### config.mk
export PLATFORM = sky130hd
export DESIGN_NAME = id_ex_stage
export DESIGN_NICKNAME = d
export VERILOG_FILES = /design/src/rtl/id_ex_stage.sv
export SDC_FILE = /design/constraint.sdc
export NUM_CORES = 1
export LEC_CHECK = 0
export CAP_MARGIN = 20
export CORE_AREA = 4 4 226 228
export DETAILED_ROUTE_END_ITERATION = 10
export DIE_AREA = 0 0 230 232
export DONT_BUFFER_PORTS = 1
export GPL_TIMING_DRIVEN = 0
export SETUP_SLACK_MARGIN = 0.1
export SLEW_MARGIN = 20
export SYNTH_ARGS = -nofsm -noshare
export SYNTH_HDL_FRONTEND = slang
export SYNTH_SLANG_ARGS = --single-unit
### constraint.sdc
create_clock -name clk -period 4 [get_ports clk]
set_input_delay 0.4 -clock clk [delete_from_list [all_inputs] [get_ports clk]]
set_output_delay 0.4 -clock clk [all_outputs]
set_load 0.03 [all_outputs]
### src/rtl/id_ex_stage.sv
// ID/EX pipeline register: builds and selects the immediate, registers
// operands, PC and rd for EX, and counts bubbles (saturating).
//
// Ports:
//   clk, reset       : clock, synchronous active-high reset
//   stall, flush     : hold EX registers / squash incoming instruction
//   id_valid         : decode holds a real instruction
//   id_instr, id_pc  : raw instruction word and its PC
//   id_rd1, id_rd2   : register-file operands
//   id_zext_imm      : zero-extended ALU imm12
//   id_imm_sel       : immediate form select
//   ex_valid, ex_pc, ex_a, ex_b, ex_imm, ex_rd : registered EX bundle
//   bubble_cnt       : bubbles inserted since reset, saturating
module id_ex_stage #(
  parameter int CNT_W = 32
) (
  input  logic             clk,
  input  logic             reset,
  input  logic             stall,
  input  logic             flush,
  input  logic             id_valid,
  input  logic [31:0]      id_instr,
  input  logic [63:0]      id_pc,
  input  logic [63:0]      id_rd1,
  input  logic [63:0]      id_rd2,
  input  logic [63:0]      id_zext_imm,
  input  logic [2:0]       id_imm_sel,
  output logic             ex_valid,
  output logic [63:0]      ex_pc,
  output logic [63:0]      ex_a,
  output logic [63:0]      ex_b,
  output logic [63:0]      ex_imm,
  output logic [4:0]       ex_rd,
  output logic [CNT_W-1:0] bubble_cnt
);

  typedef struct packed {
    logic        valid;
    logic [63:0] pc;
    logic [63:0] a;
    logic [63:0] b;
    logic [63:0] imm;
    logic [4:0]  rd;
  } id_ex_t;

  id_ex_t           q;
  id_ex_t           d;
  logic [63:0]      imm;
  logic [5:0]       mov_sh;
  logic             bubble;
  logic [CNT_W-1:0] cnt;

  assign mov_sh = {id_instr[22:21], 4'b0000};

  always_comb begin
    imm = '0;
    case (id_imm_sel)
      3'd1: imm = id_zext_imm;
      3'd2: imm = {{55{id_instr[20]}}, id_instr[20:12]};
      3'd3: imm = {{43{id_instr[23]}}, id_instr[23:5], 2'b00};
      3'd4: imm = {{36{id_instr[25]}}, id_instr[25:0], 2'b00};
      3'd5: imm = {48'd0, id_instr[20:5]} << mov_sh;
      3'd6: imm = {58'd0, id_instr[15:10]};
      default: imm = '0;
    endcase
  end

  always_comb begin
    d       = '0;
    d.valid = 1'b1;
    d.pc    = id_pc;
    d.a     = id_rd1;
    d.b     = id_rd2;
    d.imm   = imm;
    d.rd    = id_instr[4:0];
  end

  // A bubble enters EX on a flush, or on an unstalled load of nothing.
  assign bubble = flush | (~stall & ~id_valid);

  always_ff @(posedge clk) begin
    if (reset) begin
      q   <= '0;
      cnt <= '0;
    end else begin
      if (flush)
        q <= '0;
      else if (!stall)
        q <= id_valid ? d : '0;
      if (bubble && (cnt != {CNT_W{1'b1}}))
        cnt <= cnt + 1'b1;
    end
  end

  assign ex_valid   = q.valid;
  assign ex_pc      = q.pc;
  assign ex_a       = q.a;
  assign ex_b       = q.b;
  assign ex_imm     = q.imm;
  assign ex_rd      = q.rd;
  assign bubble_cnt = cnt;

endmodule

==> impl_metrics.py, run 1 <==
metrics = {
    "critical_path": {
        "critPathCaptureType": "register",
        "path_buf_inv": 0,
        "critPathArrivalTime_ns": 3.28,
        "cp-start-kind": "register",
        "critPathMaxFanout": 9,
        "crit_type": "register to register",
        "worst_ep_required_time_ns": 4.46,
        "cp_top_family": "simple AND/OR/NAND/NOR gates",
        "max_stage_delay_ns": 0.71,
        "path_cells": "nand4_1, nor4_2, nand2_1, or4_2, a21oi_1",
        "slowest_stage": "or4_2",
    },
    "floorplanning": {
        "core_area_um2": 48800,
        "die_w_um": 230,
        "die-area_um2": 53400,
        "start_util_pct": 23.2,
        "die_y_um": 232,
        "io_pins": 590,
        "fp-row-count": 81,
    },
    "place": {
        "dp.cells": 1932,
        "place_ws_ns": 1.14,
        "hpwl_um": 37400,
        "port_buffers": 0,
        "place.gp.congestion": 0.913,
    },
    "sta": {
        "rsz0062_at_grt": "false",
        "fmax_mhz": 355,
        "setup_viol": 0,
        "timing.final.crit_share_pct": 70.4,
        "fin_skew_ns": 0.00782,
        "tightestPinTransition_ns": 0.937,
        "fin_ws_ns": 1.18,
        "fin_crit_ns": 2.82,
        "hold_ws_ns": 0.0317,
        "relSlewSlack_pct": 37.5,
        "hold_violations": 0,
        "fin_setup_tns_ns": 0,
        "slew_violations": 0,
    },
    "drt": {
        "dr.pass1.iters": 5,
        "dr_total_vias": 11478,
        "viasPerCell": 5.29,
        "ant_nets": 0,
        "drc": 0,
        "wl_per_cell_um": 23.1,
        "first_iter_violations": 663,
        "wirelength_um": 50200,
    },
    "hold_path": {
        "holdCritPathClass": "input pin to register",
    },
    "synth": {
        "synth_xor_xnor_area_share_pct": 0.232,
        "ys.flop_type": "dfxtp_1",
        "syn_area_per_cell_um2": 8.93,
        "yosysSeqAreaShare_pct": 52.0,
        "synth.most_common_cell": "dfxtp_1",
        "synth-seq-cells": 294,
        "ys_types": 51,
        "async_flop_share_pct": 0,
        "synth_compound_area_share_pct": 26.0,
        "yosys_warnings": 0,
        "syn_inst": 1268,
        "synth-edff-count": 0,
        "synth_top_family_by_area": "compound AO/OA/AOI/OAI gates",
        "synth.top_cell.area_share_pct": 52.0,
        "synthAdderAreaFrac_pct": 0.110,
        "synthTopCellsByCount": "294 x dfxtp_1, 225 x nor2_1, 213 x a22oi_1, 106 x clkbuf_1, 94 x nand2_1",
        "muxShareOfSynthArea_pct": 1.44,
        "synth_nets": 1565,
        "synth_area_leader_cell": "dfxtp_1",
        "synthSimpleGateAreaFrac_pct": 16.0,
        "synth.area.top_cells": "dfxtp_1 52%, a22oi_1 14%, nor2_1 7.5%, a221oi_1 4.2%, clkbuf_1 3.5%",
        "syn-cell-area_um2": 11300,
    },
    "clock_network": {
        "cts_buffers": 34,
        "clk_pin_slew_ns": 0.06,
        "cts_buffer_depth": 3,
        "clkLatencyLatePin_ns": 0.53,
        "ctsHtreeMaxLevel": 2,
        "cts_resized": 0,
        "cts.sinks": 294,
        "cts_hold_buf": 176,
        "cts_tree": "built",
        "cts_setup_buffers": 0,
        "root_buffer": "clkbuf_16",
    },
    "run": {
        "drv_cap": 0,
    },
    "power": {
        "power_w": 0.00685,
        "irDropWorstVdd_v": 0.000340,
        "leakagePower_nw": 4.98,
        "power_density_nw_per_um2": 455,
    },
    "grt": {
        "grt_first_pass_wirelength_um": 71800,
        "track_usage_pct": 17.4,
        "antenna_found_initial": 2,
        "grt_overflow": 0,
        "grt_max_degree": 14,
        "grt_pass1_vias": 11568,
    },
    "finish": {
        "area_growth_syn_to_layout_pct": 32.9,
        "final_nets": 1777,
        "drive_gt1_share_pct": 5.98,
        "stdcell_count": 2170,
    },
    "outcome": {
        "status": "finished clean",
    },
}
cells by family (layout without fill, tap and decap cells):
kind of cell               after synthesis  count (layout)
AOI/OAI and AO/OA                      418             418
DFF                                    294             294
adders and majority gates                1               1
and+or+nand+nor                        409             409
xor gates and xnor gates                 3               3
other                                    0               2
buffers and inverters                  128             364
muxes                                   15              15
final cells by class:
class | count | area [um2]
antenna | 2 | 5.00
buffer | 118 | 447
multi-input combinational | 846 | 4960
fill | 5059 | 33800
tap | 664 | 831
clock inverter | 14 | 181
inverter | 10 | 37.5
clock buffer | 46 | 946
timing repair buffer | 176 | 1760
sequential | 294 | 5890
cell usage in the layout (no fill, tap or decap), types with 11 or more instances in the layout:
cell type      instances
or3_1                 16
nor2b_1               11
nand3_1               15
nor2_1               225
o21ai_0               65
a31o_2                12
a22oi_1              213
a221oi_1              54
nand2_1               94
a21oi_1               49
clkbuf_16             34
clkbuf_1             112
dlygate4sd3_1        176
dfxtp_1              294
state kept, by name (all words and copies together), names as in the netlist:
register,flops
bubble_cnt,32
ex_a,64
ex_valid,1
ex_b,64
ex_rd,5
ex_pc,64
ex_imm,64
report_power, final:
part / leakage, nW / switching [W] / internal (W) / total, W
combinational: 2.06 / 0.000317 / 0.000248 / 0.000565
sequential: 2.38 / 0.000151 / 0.00298 / 0.00313
clock: 0.539 / 0.00128 / 0.00187 / 0.00315
total: 4.98 / 0.00175 / 0.00510 / 0.00685
metal layers:
layer	GRT usage [%]	routed length [um]
met2	30.5	24800
met4	9.83	2920
met5	0	13
met3	6.24	5010
met1	18.2	17400
per-stage QoR:
step | instance area (um2) | utilization (%)
final | 15100 | 30.8
after global routing | 15000 | 30.8
after CTS | 15000 | 30.8
after detailed placement | 12200 | 24.9
after global placement | 12200 | 24.9
after floorplan | 11300 | -
worst register-to-register path, delay by kind of cell, from the launching register on:
kind             cells  cell delay [ns]
AO/OA/AOI/OAI        1             0.15
flip-flops           1             0.65
AND/OR/NAND/NOR      4             1.95
path summary, 6_finish.rpt:
| kind | startpoint | endpoint | slack, ns | cells past startpoint |
|---|---|---|---|---|
| hold reg to reg | ex_imm[58]$_SDFFE_PP0N_ | ex_imm[58]$_SDFFE_PP0N_ | 0.61 | 2 |
| hold / removal | id_pc[40] | ex_pc[40]$_SDFFE_PP0N_ | 0.03 | 2 |
| setup reg to reg | bubble_cnt[3]$_SDFFE_PP0P_ | bubble_cnt[16]$_SDFFE_PP0P_ | 1.18 | 5 |
| setup / recovery | bubble_cnt[3]$_SDFFE_PP0P_ | bubble_cnt[16]$_SDFFE_PP0P_ | 1.18 | 5 |
Note: power is estimated with default switching activity, not from simulation.
==> run 2, diff against run 1 <==
clock period = 3 ns   (was 4 ns; I/O delays follow)
==> run 2 against run 1 <==
Global-route usage is 0.36 points higher. First-iteration DRC count is 19% higher. Critical endpoint unchanged. Clock power is 33% higher. Non-clock buffer count is 62 higher. Worst hold slack better by 0.00079 ns. Largest cell class unchanged. Count of clock-buffer cells in the layout stayed put. Critical path type unchanged. Largest power group unchanged. Core utilization is 1.3 points higher. Sequential power is 33% higher. Setup slack worse by 0.90 ns. Total power is 35% higher.
==> impl_metrics.py, run 2 (same netlist as run 1, synthesis figures left out) <==
metrics = {
    "outcome": {
        "status": "finished clean",
    },
    "place": {
        "port_buffers": 0,
        "place_ws_ns": 0.225,
        "placed_area_um2": 12200,
        "place.gp.congestion": 0.913,
        "hpwl_um": 37400,
    },
    "drt": {
        "first_iter_violations": 786,
        "wl_per_cell_um": 22.9,
        "wirelength_um": 51100,
        "ant_nets": 0,
        "dr.pass1.iters": 6,
        "viasPerCell": 5.23,
        "dr_total_vias": 11676,
        "drc": 0,
    },
    "critical_path": {
        "critPathMaxFanout": 9,
        "max_stage_delay_ns": 0.70,
        "path_cells": "nand4_1, nor4_4, nand2_1, or4_2, a21oi_1",
        "crit_type": "register to register",
        "worst_ep_required_time_ns": 3.46,
        "critPathArrivalTime_ns": 3.17,
        "cp_top_family": "simple AND/OR/NAND/NOR gates",
        "cp-start-kind": "register",
        "slowest_stage": "or4_2",
        "critPathCaptureType": "register",
        "path_buf_inv": 0,
    },
    "grt": {
        "grt_first_pass_wirelength_um": 73600,
        "track_usage_pct": 17.8,
        "grt_max_degree": 14,
        "grt_overflow": 0,
        "antenna_found_initial": 2,
        "grt_pass1_vias": 11798,
    },
    "sta": {
        "fin_skew_ns": 0.00775,
        "setup_viol": 0,
        "fin_setup_tns_ns": 0,
        "fmax_mhz": 369,
        "slew_violations": 0,
        "tightestPinTransition_ns": 0.959,
        "relSlewSlack_pct": 36.1,
        "hold_violations": 0,
        "timing.final.crit_share_pct": 90.4,
        "rsz0062_at_grt": "false",
        "fin_ws_ns": 0.287,
        "fin_crit_ns": 2.71,
    },
    "finish": {
        "drive_gt1_share_pct": 5.81,
        "num-fill-cells": 4968,
        "layout_common_cells": "294 x dfxtp_1, 238 x dlygate4sd3_1, 225 x nor2_1, 213 x a22oi_1, 111 x clkbuf_1",
        "final_common_cell": "dfxtp_1",
        "final_area_um2": 15700,
        "post-route-util_pct": 32.1,
        "final_nets": 1839,
        "area_growth_syn_to_layout_pct": 38.5,
    },
    "floorplanning": {
        "io_pins": 590,
        "core_area_um2": 48800,
        "fp-row-count": 81,
        "start_util_pct": 23.2,
        "die_y_um": 232,
        "die_w_um": 230,
        "die-area_um2": 53400,
    },
    "clock_network": {
        "clk_pin_slew_ns": 0.06,
        "cts_buffers": 34,
        "cts.sinks": 294,
        "cts_buffer_depth": 3,
        "root_buffer": "clkbuf_16",
        "clkLatencyLatePin_ns": 0.53,
        "cts_tree": "built",
        "ctsHtreeMaxLevel": 2,
    },
    "power": {
        "leakagePower_nw": 5.23,
        "irDropWorstVdd_v": 0.000451,
        "power_density_nw_per_um2": 588,
    },
    "run": {
        "drv_cap": 0,
    },
    "hold_path": {
        "holdCritPathClass": "input pin to register",
    },
}
[run 2: cell types whose count changed in the layout (fill, tap and decap cells not counted)]
cell	before	now
diode_2	2	3
clkbuf_1	112	111
clkbuf_2	1	2
dlygate4sd3_1	176	238
nor4_2	1	0
nor4_4	1	2
[run 2: power breakdown]
group	switching, W	internal (W)	leakage (nW)
sequential	0.000201	0.00397	2.38
combinational	0.000452	0.000392	2.31
clock	0.00171	0.00249	0.539
[run 2: cell type report]
cell class,count,area [um2],share of cell area (%)
well taps,664,831,5.30
inverters,10,37.5,0.239
flip-flops and latches,294,5890,37.5
multi-input cells,846,4970,31.7
diodes,3,7.51,0.0479
repair buffers,238,2380,15.2
plain buffers,118,448,2.86
clock buffers,46,946,6.03
clock inverters,14,181,1.16
[run 2: repair_timing]
| item | CTS | global route |
|---|---|---|
| gates resized for setup | 0 | 3 |
| endpoints found under the setup margin | 0 | 7 |
| hold endpoints to repair | 230 | 0 |
| setup buffers | 0 | 0 |
| hold buffers | 238 | 0 |
[run 2: routing by layer]
metal  part of all wire [%]  global-route usage (%)  up-vias
li1                       -                       -     5176
met1                     36                    19.1     5601
met2                     51                    32.3      748
met3                    9.2                    5.62      149
met4                    4.1                    7.41        2
met5                  0.039                       0        -
[run 2: worst paths after layout]
kind,start,end,slack [ns],depth (start not counted)
setup / recovery,bubble_cnt[2]$_SDFFE_PP0P_,bubble_cnt[16]$_SDFFE_PP0P_,0.29,5
hold / removal,id_zext_imm[39],ex_imm[39]$_SDFFE_PP0N_,0.03,2
setup reg to reg,bubble_cnt[2]$_SDFFE_PP0P_,bubble_cnt[16]$_SDFFE_PP0P_,0.29,5
hold reg to reg,ex_imm[58]$_SDFFE_PP0N_,ex_imm[58]$_SDFFE_PP0N_,0.61,2
[run 2: worst reg2reg max path, stage by stage, from the launching register on]
cell and delay (ns):
dfxtp_1 0.66, nand4_1 0.35, nor4_4 0.48, nand2_1 0.30, or4_2 0.70, a21oi_1 0.15
[run 2: stage by stage]
step	instances	total power (W)	hold slack [ns]
after floorplan	1268	0.00461	0.444
after global placement	1932	0.00478	0.445
after detailed placement	1932	0.00480	0.453
after CTS	2230	0.00930	0.0000401
after global routing	2231	0.00953	0.0124
final	2233	0.00922	0.0324
